`config.mk`:
```
export PLATFORM = sky130hd
export DESIGN_NAME = penentu_state_block_flat
export DESIGN_NICKNAME = d
export VERILOG_FILES = /design/src/rtl/penentu_state_block_pkg.sv /design/src/rtl/penentu_state_block_if.sv /design/src/rtl/penentu_state_block_grid_move_comb.sv /design/src/rtl/penentu_state_block.sv /design/src/flat_wrapper.sv
export SDC_FILE = /design/constraint.sdc
export NUM_CORES = 1
export LEC_CHECK = 0
export ABC_AREA = 1
export BUFFER_PORTS_ARGS = -buffer_cell sky130_fd_sc_hd__buf_2
export CAP_MARGIN = 5
export CORE_ASPECT_RATIO = 0.75
export CORE_MARGIN = 5
export CORE_UTILIZATION = 25
export DETAILED_ROUTE_END_ITERATION = 12
export SLEW_MARGIN = 20
export SYNTH_ARGS = -nofsm -noshare
export SYNTH_HDL_FRONTEND = slang
export SYNTH_HIERARCHICAL = 1
export SYNTH_SLANG_ARGS = --single-unit
```
`constraint.sdc`:
```
create_clock -name clk -period 1.1 [get_ports clk]
set_input_delay 0.22 -clock clk [delete_from_list [all_inputs] [get_ports clk]]
set_output_delay 0.22 -clock clk [all_outputs]
set_load 0.005 [all_outputs]
```
`src/rtl/penentu_state_block_pkg.sv`:
```
// Shared types and constants for the grid-world state-transition block.
// Latency: n/a (types and constants only).
// Backpressure: n/a.
package penentu_pkg;

  localparam int STATE_W  = 6;
  localparam int ACT_W    = 4;
  localparam int GRID_DIM = 8;

  typedef logic [STATE_W-1:0] state_t;
  typedef logic [ACT_W-1:0]   action_t;

  localparam action_t ACT_UP    = 4'd0;
  localparam action_t ACT_DOWN  = 4'd1;
  localparam action_t ACT_LEFT  = 4'd2;
  localparam action_t ACT_RIGHT = 4'd3;

  // Highest row/column coordinate on the grid.
  localparam logic [2:0] MAX_IDX = 3'(GRID_DIM - 1);

  // Row-major packing: {row, col}.
  function automatic state_t pack_state(input logic [2:0] row, input logic [2:0] col);
    return {row, col};
  endfunction

endpackage

```
`src/rtl/penentu_state_block_if.sv`:
```
// Bundles the state/action inputs and the registered next-state output.
// Latency: n/a (wiring only).
// Backpressure: none; the block consumes a new state/action every cycle.
// Ports: current_state, at (master -> slave); next_state (slave -> master).
interface penentu_state_block_if;
  import penentu_pkg::*;

  state_t  current_state;
  action_t at;
  state_t  next_state;

  modport master (output current_state, output at, input next_state);
  modport slave  (input current_state, input at, output next_state);

endinterface

```
`src/rtl/penentu_state_block_grid_move_comb.sv`:
```
// Combinational grid move f(current_state, at) with goal, wall and obstacle rules.
// Latency: 0 cycles (pure combinational).
// Backpressure: none.
// Ports: current_state (in), at (in), next_state (out).
module grid_move_comb
  import penentu_pkg::*;
#(
  parameter logic [63:0] OBSTACLE_MASK = 64'h0,
  parameter state_t      GOAL_STATE    = 6'd63
) (
  input  state_t  current_state,
  input  action_t at,
  output state_t  next_state
);

  logic [2:0] row;
  logic [2:0] col;
  logic [2:0] cand_row;
  logic [2:0] cand_col;
  logic       moved;
  state_t     cand;

  assign row = current_state[5:3];
  assign col = current_state[2:0];

  // Bounds are checked before the 3-bit add/sub, so row and col never wrap
  // and no carry can leak between the two fields.
  always_comb begin
    cand_row = row;
    cand_col = col;
    moved    = 1'b0;
    case (at)
      ACT_UP: begin
        if (row != 3'd0) begin
          cand_row = row - 3'd1;
          moved    = 1'b1;
        end
      end
      ACT_DOWN: begin
        if (row != MAX_IDX) begin
          cand_row = row + 3'd1;
          moved    = 1'b1;
        end
      end
      ACT_LEFT: begin
        if (col != 3'd0) begin
          cand_col = col - 3'd1;
          moved    = 1'b1;
        end
      end
      ACT_RIGHT: begin
        if (col != MAX_IDX) begin
          cand_col = col + 3'd1;
          moved    = 1'b1;
        end
      end
      default: begin
        moved = 1'b0;
      end
    endcase
  end

  assign cand = pack_state(cand_row, cand_col);

  // Goal is absorbing and wins over every other rule; a blocked start cell
  // is not special, only the destination is tested against the mask.
  always_comb begin
    next_state = current_state;
    if (current_state == GOAL_STATE) begin
      next_state = GOAL_STATE;
    end else if (moved && !OBSTACLE_MASK[cand]) begin
      next_state = cand;
    end
  end

endmodule

```
`src/rtl/penentu_state_block.sv`:
```
// Grid-world next-state generator for the Q-learning datapath, registered output.
// Latency: 1 cycle from current_state/at to next_state.
// Backpressure: none; updates every cycle, async reset forces RESET_STATE.
// Ports: clk, rst (async, active-high), bus (slave: current_state, at -> next_state).
module penentu_state_block
  import penentu_pkg::*;
#(
  parameter logic [63:0] OBSTACLE_MASK = 64'h0,
  parameter state_t      GOAL_STATE    = 6'd63,
  parameter state_t      RESET_STATE   = 6'd0
) (
  input  logic                  clk,
  input  logic                  rst,
  penentu_state_block_if.slave  bus
);

  state_t move_nxt;

  grid_move_comb #(
    .OBSTACLE_MASK (OBSTACLE_MASK),
    .GOAL_STATE    (GOAL_STATE)
  ) u_move (
    .current_state (bus.current_state),
    .at            (bus.at),
    .next_state    (move_nxt)
  );

  always_ff @(posedge clk or posedge rst) begin
    if (rst) begin
      bus.next_state <= RESET_STATE;
    end else begin
      bus.next_state <= move_nxt;
    end
  end

endmodule

```
`src/flat_wrapper.sv`:
```
// flat-port wrapper written by rule: the top's interface ports become plain ports
module penentu_state_block_flat import penentu_pkg::*;
#(
  parameter logic [63:0] OBSTACLE_MASK = 64'h0,
  parameter state_t      GOAL_STATE    = 6'd63,
  parameter state_t      RESET_STATE   = 6'd0
)
  (clk, rst, bus_current_state, bus_at, bus_next_state);
  penentu_state_block_if bus_i ();
  input  logic clk;
  input  logic rst;
  input wire logic [$bits(bus_i.current_state)-1:0] bus_current_state;
  input wire logic [$bits(bus_i.at)-1:0] bus_at;
  output wire logic [$bits(bus_i.next_state)-1:0] bus_next_state;
  assign bus_i.current_state = bus_current_state;
  assign bus_i.at = bus_at;
  assign bus_next_state = bus_i.next_state;
  penentu_state_block #(.OBSTACLE_MASK(OBSTACLE_MASK), .GOAL_STATE(GOAL_STATE), .RESET_STATE(RESET_STATE)) u_core (.clk(clk), .rst(rst), .bus(bus_i));
endmodule
```
==> results.toml, run 1 <==
[floorplan]
row_count = 15
core_region_area_um2 = 2250
design.die.area_um2 = 3360
dieHeight_um = 51.5
die-width_um = 65.3
initial_core_util_pct = 25.4
ioPinCount = 18

[final_layout]
finish.net_count = 136
layout.cell_area.non_filler_um2 = 767
fin_util_pct = 34.1
reg_with_most_ffs = "u_core/bus.next_state"
stdcell_count = 141
largest_register_ff_count = 6
number_of_diodes_added_for_antenna_fixing = 0
flow.area_growth_from_synthesis_pct = 33.8
final_layout_size_suffix_gt1_share_pct = 26.7
biggestRegsByFlops = "u_core/bus.next_state x6"
final.fill_count = 262

[placed_design]
detailedPlace.worstSlack_ns = -0.0529
post-dp-hpwl_mm = 1.25
portBuffers = 17
place_congestion = 0.826
numPlacedInstances = 137
placement.cell_area_um2 = 734

[logic_synthesis]
mappedNetlistNets = 107
post_synth_instance_area_um2 = 573
synth_sequential_area_ratio_pct = 26.2
yosysUniqueCellTypes = 14
yosys.area_share.xor_xnor_pct = 1.53
synthesis.instances = 89
synth-simple-area-share_pct = 46.7
synth.avg_cell_area_um2 = 6.44
yosys.area_share.adder_pct = 13.1
complex_gate_fraction_of_the_synthesized_area_pct = 1.31
synth_seq_cells = 6
synth.area.mux_share_pct = 0
combinational_family_with_the_most_area_after_synthesis = "simple AND/OR/NAND/NOR gates"
yosys_warnings = 6

[cts]
cts_setup_buffers = 0
ctsLongestPathBuffers = 2
htree_num_levels = 1
path_clk_slew_ns = 0.04
clock_sink_count = 6
cts_tree = "built"
total_cts_buffers = 3
cts_root_buf = "sky130_fd_sc_hd__clkbuf_4"

[worst_setup_path]
critPathSlowestCell = "sky130_fd_sc_hd__dfrtp_1"
cp-start-kind = "flop"
critical_path.startpoint = "u_core/bus.next_state[1]"
top_cell_family_by_delay_on_the_critical_path = "flip-flops"
cp_data_required_time_ns = 0.88
crit_chain = "buf_2"
timing.setup.critical_path_class = "reg2out"
end_kind = "primary output"
worst_ep_arrival_time_ns = 0.71
slowest_stage_delay_on_critical_path_ns = 0.35
crit_buf_inv = 1
critical_path.max_fanout = 1

[sta]
finalCriticalPeriod_ns = 0.930
worst-slew-pin-transition_ns = 0.270
finalHoldViolCount = 0
timing.fmax_mhz = 1080
final_max_slew_viol_count = 0
rsz_0062_raised_after_global_routing = "no"
setup_viol_count_final = 0
min_period_over_period_pct = 84.5
setup_ws_ns = 0.170
max-slew-margin-rel_pct = 81.9

[detailed_routing]
route.antenna.remaining_nets = 0
routedWlPerCell_um = 10.1
via_density_per_instance = 4.62
detail_route.iter0.violations = 14
postRouteWirelength_mm = 1.42
vias = 652
firstDrtPassIters = 4
drc = 0

[grt]
vias_in_the_first_global_route = 578
globalRouteTotalUtil_pct = 8.83
grt_remaining_overflow = 0
global_route_wire_length_before_repair_mm = 2.28
grt_antenna_before_repair = 0
largest_net_degree_at_the_start_of_global_routing = 8

[run_status]
result_of_the_run = "finished clean"

[power]
p_total_uw = 630
powerDensity_nw_per_um2 = 821
p_leak_nw = 0.448
worst_ir_drop_vdd_v = 0.000240

[run]
timing.max_cap.violations = 0

[worst_hold_path]
hold_path_class = "in2reg"
worst_hold_startpoint = "bus_current_state[1]"
## synth_stat cells
master,number,area (um^2)
sky130_fd_sc_hd__buf_4,1,7.51
sky130_fd_sc_hd__dfrtp_1,6,150
sky130_fd_sc_hd__ha_1,6,75.1
sky130_fd_sc_hd__inv_1,14,52.6
sky130_fd_sc_hd__inv_2,1,3.75
sky130_fd_sc_hd__nand2_1,27,101
sky130_fd_sc_hd__nand3_1,18,90.1
sky130_fd_sc_hd__nand4_1,4,25.0
sky130_fd_sc_hd__nand4_2,1,12.5
sky130_fd_sc_hd__nor2_1,7,26.3
sky130_fd_sc_hd__nor2_2,1,6.26
sky130_fd_sc_hd__o211ai_1,1,7.51
sky130_fd_sc_hd__or2_2,1,6.26
sky130_fd_sc_hd__xor2_1,1,8.76
## layout by cell type (no fill, tap or decap)
cell type                       instances
sky130_fd_sc_hd__inv_1                 14
sky130_fd_sc_hd__buf_4                  7
sky130_fd_sc_hd__inv_2                  1
sky130_fd_sc_hd__dlygate4sd3_1          1
sky130_fd_sc_hd__clkbuf_4               3
sky130_fd_sc_hd__nand3_1               18
sky130_fd_sc_hd__nand2_1               27
sky130_fd_sc_hd__o211ai_1               1
sky130_fd_sc_hd__xor2_1                 1
sky130_fd_sc_hd__ha_1                   6
sky130_fd_sc_hd__buf_2                 17
sky130_fd_sc_hd__nand4_2                1
sky130_fd_sc_hd__nor2_2                 1
sky130_fd_sc_hd__dfrtp_1                6
sky130_fd_sc_hd__nor2_1                 7
sky130_fd_sc_hd__nand4_1                4
sky130_fd_sc_hd__or2_2                  1
## per-stage QoR
step	TNS, ns	hold slack (ns)
after floorplan	0	0.0110
after global placement	-0.0978	0.126
after detailed placement	-0.202	0.134
after CTS	0	0.262
after global routing	0	0.273
final	0	0.267
## path summary, 6_finish.rpt
| path | cells past startpoint | end | slack [ns] |
|---|---|---|---|
| max | 1 | bus_next_state[1] | 0.17 |
| min | 3 | u_core/bus.next_state[1] | 0.27 |
| max in group asynchronous | 3 | u_core/bus.next_state[1] | 0.49 |
| min in group asynchronous | 3 | u_core/bus.next_state[5] | 0.43 |
## where the power goes
group / switching [mW] / internal [mW]
sequential: 0.00349 / 0.240
clock: 0.0706 / 0.123
combinational: 0.107 / 0.0862
total: 0.181 / 0.449
## layer usage
layer  part of all wire [%]  global-route usage (%)  vias up
met2                     45                    14.5       17
li1                       -                       -      341
met3                    7.2                    2.20        3
met5                      0                       0        -
met1                     46                    10.1      291
met4                    2.1                    6.21        0
## final cells by class
| cell class | instances | area [um^2] | share of cell area, % |
|---|---|---|---|
| repair buffers | 25 | 148 | 19.2 |
| inverters | 15 | 56.3 | 7.34 |
| flip-flops and latches | 6 | 150 | 19.6 |
| multi-input cells | 67 | 359 | 46.8 |
| clock buffers | 3 | 22.5 | 2.94 |
| well taps | 25 | 31.3 | 4.08 |
## timing repair
action                                 CTS  global route
hold buffers                             1             0
endpoints found under the hold margin    6             0
resized for setup                        0             0
## logic make-up after synthesis
logic type      count (synthesis)
simple gates                   59
buf+inv                        16
compound gates                  1
fa+ha+maj                       6
xor+xnor                        1
flops                           6
No activity file was read; power rests on OpenSTA's default activity.
==> run 2, diff against run 1 <==
--- a/config.mk
+++ b/config.mk
@@ -5,7 +5,7 @@
 export SDC_FILE = /design/constraint.sdc
 export NUM_CORES = 1
 export LEC_CHECK = 0
-export ABC_AREA = 1
+export ABC_AREA = 0
 export BUFFER_PORTS_ARGS = -buffer_cell sky130_fd_sc_hd__buf_2
 export CAP_MARGIN = 5
 export CORE_ASPECT_RATIO = 0.75
==> constraint.sdc (replaced) <==
create_clock -name clk -period 0.85 [get_ports clk]
set_input_delay 0.17 -clock clk [delete_from_list [all_inputs] [get_ports clk]]
set_output_delay 0.17 -clock clk [all_outputs]
set_load 0.005 [all_outputs]
==> run 2 against run 1 <==
Compared with the run above:
- the run now ends with setup timing left
- critical path depth up 4
- count of clock-buffer cells in the layout unchanged
- cell area up 47%
- power up 56%
- sequential share of layout area down 6.3 points
- non-clock buffer count up 23
- critical path type is now in2reg
- critical endpoint is now u_core/bus.next_state[1]
- highest routed layer unchanged
==> results.toml, run 2 <==
[sta]
finalHoldViolCount = 0
setup_ws_ns = -0.343
max-slew-margin-rel_pct = 76.0
final_max_slew_viol_count = 0
rsz_0062_raised_after_global_routing = "yes"
setup_viol_count_final = 11
worst-slew-pin-transition_ns = 0.360
min_period_over_period_pct = 140
finalCriticalPeriod_ns = 1.19
timing.fmax_mhz = 838

[floorplan]
design.die.area_um2 = 3090
row_count = 14
die-width_um = 62.5
ioPinCount = 18
dieHeight_um = 49.4
core_region_area_um2 = 1980
initial_core_util_pct = 26.1

[logic_synthesis]
synthesis.instances = 56
synth.avg_cell_area_um2 = 9.23
synth_flop_cell = "sky130_fd_sc_hd__dfrtp_1"
synth_seq_cells = 6
postSynth.asyncResetShare_pct = 100
mappedNetlistNets = 74
yosys_warnings = 6
synth_enable_flop_cells = 0
synth_sequential_area_ratio_pct = 29.1
synth_top_cells_by_count = "sky130_fd_sc_hd__dfrtp_1 (6), sky130_fd_sc_hd__ha_1 (6), sky130_fd_sc_hd__inv_1 (6), sky130_fd_sc_hd__nor2_1 (6), sky130_fd_sc_hd__nand3_1 (4)"
synthDominantAreaCellType = "sky130_fd_sc_hd__dfrtp_1"
yosysUniqueCellTypes = 24
synth_top_area_share_pct = 29.1
post_synth_instance_area_um2 = 517
synth_area_leaders = "sky130_fd_sc_hd__dfrtp_1 (29%), sky130_fd_sc_hd__ha_1 (15%), sky130_fd_sc_hd__nor4b_4 (9.2%), sky130_fd_sc_hd__inv_1 (4.4%), sky130_fd_sc_hd__nor2_1 (4.4%)"

[final_layout]
layout.cells.most_common_list = "sky130_fd_sc_hd__buf_4 (25), sky130_fd_sc_hd__buf_2 (9), sky130_fd_sc_hd__buf_6 (6), sky130_fd_sc_hd__dfrtp_1 (6)"
finish.net_count = 127
biggestRegsByFlops = "u_core/bus.next_state x6"
fin_util_pct = 57.0
reg_with_most_ffs = "u_core/bus.next_state"
final.fill_count = 174
largest_register_ff_count = 6
commonest_non_fill_non_tap_cell_in_the_layout = "sky130_fd_sc_hd__buf_4"
flow.area_growth_from_synthesis_pct = 118
multi_input_gate_area_in_the_final_layout_um2 = 470
final_layout_size_suffix_gt1_share_pct = 72.9
number_of_diodes_added_for_antenna_fixing = 0
seq_area_um2 = 150

[run]
timing.max_cap.violations = 0

[detailed_routing]
detail_route.iter0.violations = 29
drc = 0
route.antenna.remaining_nets = 0
routedWlPerCell_um = 13.8
via_density_per_instance = 4.84
vias = 634
firstDrtPassIters = 4
postRouteWirelength_mm = 1.81

[power]
powerDensity_nw_per_um2 = 874
p_leak_nw = 0.521
p_total_uw = 985
worst_ir_drop_vdd_v = 0.000496

[run_status]
result_of_the_run = "finished with violations"
failing_checks = "setup timing"

[cts]
cts_tree = "built"
cts_root_buf = "sky130_fd_sc_hd__clkbuf_4"
ctsLongestPathBuffers = 2
htree_num_levels = 1
path_clk_slew_ns = 0.05
total_cts_buffers = 3
clock_sink_count = 6

[worst_setup_path]
timing.setup.critical_path_class = "in2reg"
cp_data_required_time_ns = 0.96
end_kind = "flop"
critical_path.max_fanout = 4
worst_ep_arrival_time_ns = 1.31
cp-start-kind = "primary input"

[grt]
globalRouteTotalUtil_pct = 11.5
largest_net_degree_at_the_start_of_global_routing = 7
vias_in_the_first_global_route = 644
grt_antenna_before_repair = 0
global_route_wire_length_before_repair_mm = 2.84
grt_remaining_overflow = 0

[placed_design]
portBuffers = 17
post-dp-hpwl_mm = 1.32
place_congestion = 0.787

[worst_hold_path]
hold_path_class = "in2reg"
==> run 2: cell types whose count changed in the layout (fill, tap and decap cells not counted), moves of 4 or more <==
| cell | delta |
|---|---|
| sky130_fd_sc_hd__nand2_1 | -26 |
| sky130_fd_sc_hd__buf_4 | +18 |
| sky130_fd_sc_hd__nand3_1 | -16 |
| sky130_fd_sc_hd__inv_1 | -12 |
| sky130_fd_sc_hd__buf_2 | -8 |
| sky130_fd_sc_hd__buf_6 | +6 |
| sky130_fd_sc_hd__nor2_1 | -5 |
| sky130_fd_sc_hd__ha_1 | -4 |
==> run 2: logic make-up after synthesis <==
logic type                 share of synthesized area (%)
buffers and inverters                               5.08
muxes                                               2.18
DFF                                                 29.1
and+or+nand+nor                                     27.1
adders and majority gates                           14.5
AOI/OAI and AO/OA                                   22.0
==> run 2: final cells by class <==
cell class	count	area share, %
Sequential cell	6	13.3
Inverter	7	2.77
Clock buffer	3	2.00
Timing Repair Buffer	48	37.5
Multi-Input combinational cell	43	41.7
Tap cell	24	2.66
==> run 2: per-stage QoR <==
stage	setup WS [ns]	instances	TNS [ns]	instance area (um^2)	hold WS (ns)
floorplan	-0.416	56	-1.47	547	-0.0390
global placement	-0.617	120	-3.06	847	0.0884
detailed placement	-0.663	120	-3.20	847	0.0932
CTS	-0.343	127	-1.62	1000	0.268
global route	-0.384	131	-1.99	1130	0.294
finish	-0.343	131	-1.57	1130	0.282
==> run 2: what timing repair did <==
| action | CTS | global route |
|---|---|---|
| setup buffers | 4 | 5 |
| resized for setup | 26 | 21 |
| hold buffers | 1 | 0 |
| endpoints found under the setup margin | 12 | 12 |
| endpoints found under the hold margin | 6 | 0 |
| pin swaps | 5 | 13 |
==> run 2: power breakdown <==
part | switching, mW | leakage, nW | internal (mW)
Clock | 0.102 | 0.0138 | 0.160
Combinational | 0.175 | 0.436 | 0.236
Sequential | 0.00545 | 0.0714 | 0.308
Total | 0.282 | 0.521 | 0.703
==> run 2: path summary, 6_finish.rpt <==
check	start	slack [ns]	cells past startpoint	endpoint
worst max-delay path	bus_at[1]	-0.34	5	u_core/bus.next_state[1]
worst min-delay path	bus_current_state[4]	0.28	3	u_core/bus.next_state[4]
max in group asynchronous	rst	0.27	3	u_core/bus.next_state[3]
min in group asynchronous	rst	0.38	3	u_core/bus.next_state[2]
==> run 2: critical path: stages <==
cell and delay [ns]:
sky130_fd_sc_hd__clkbuf_4 0.16, sky130_fd_sc_hd__nor4b_4 0.24, sky130_fd_sc_hd__o21ai_2 0.12, sky130_fd_sc_hd__o211a_1 0.22
sky130_fd_sc_hd__or4_1 0.39
==> run 2: metal layers <==
layer	global-route usage (%)	share of wire, %	vias to the layer above	routed length (um)
met2	17.4	46	33	838
li1	-	-	315	-
met5	0	0	-	0
met3	2.76	10	4	184
met1	15.4	42	282	755
met4	4.95	1.9	0	34
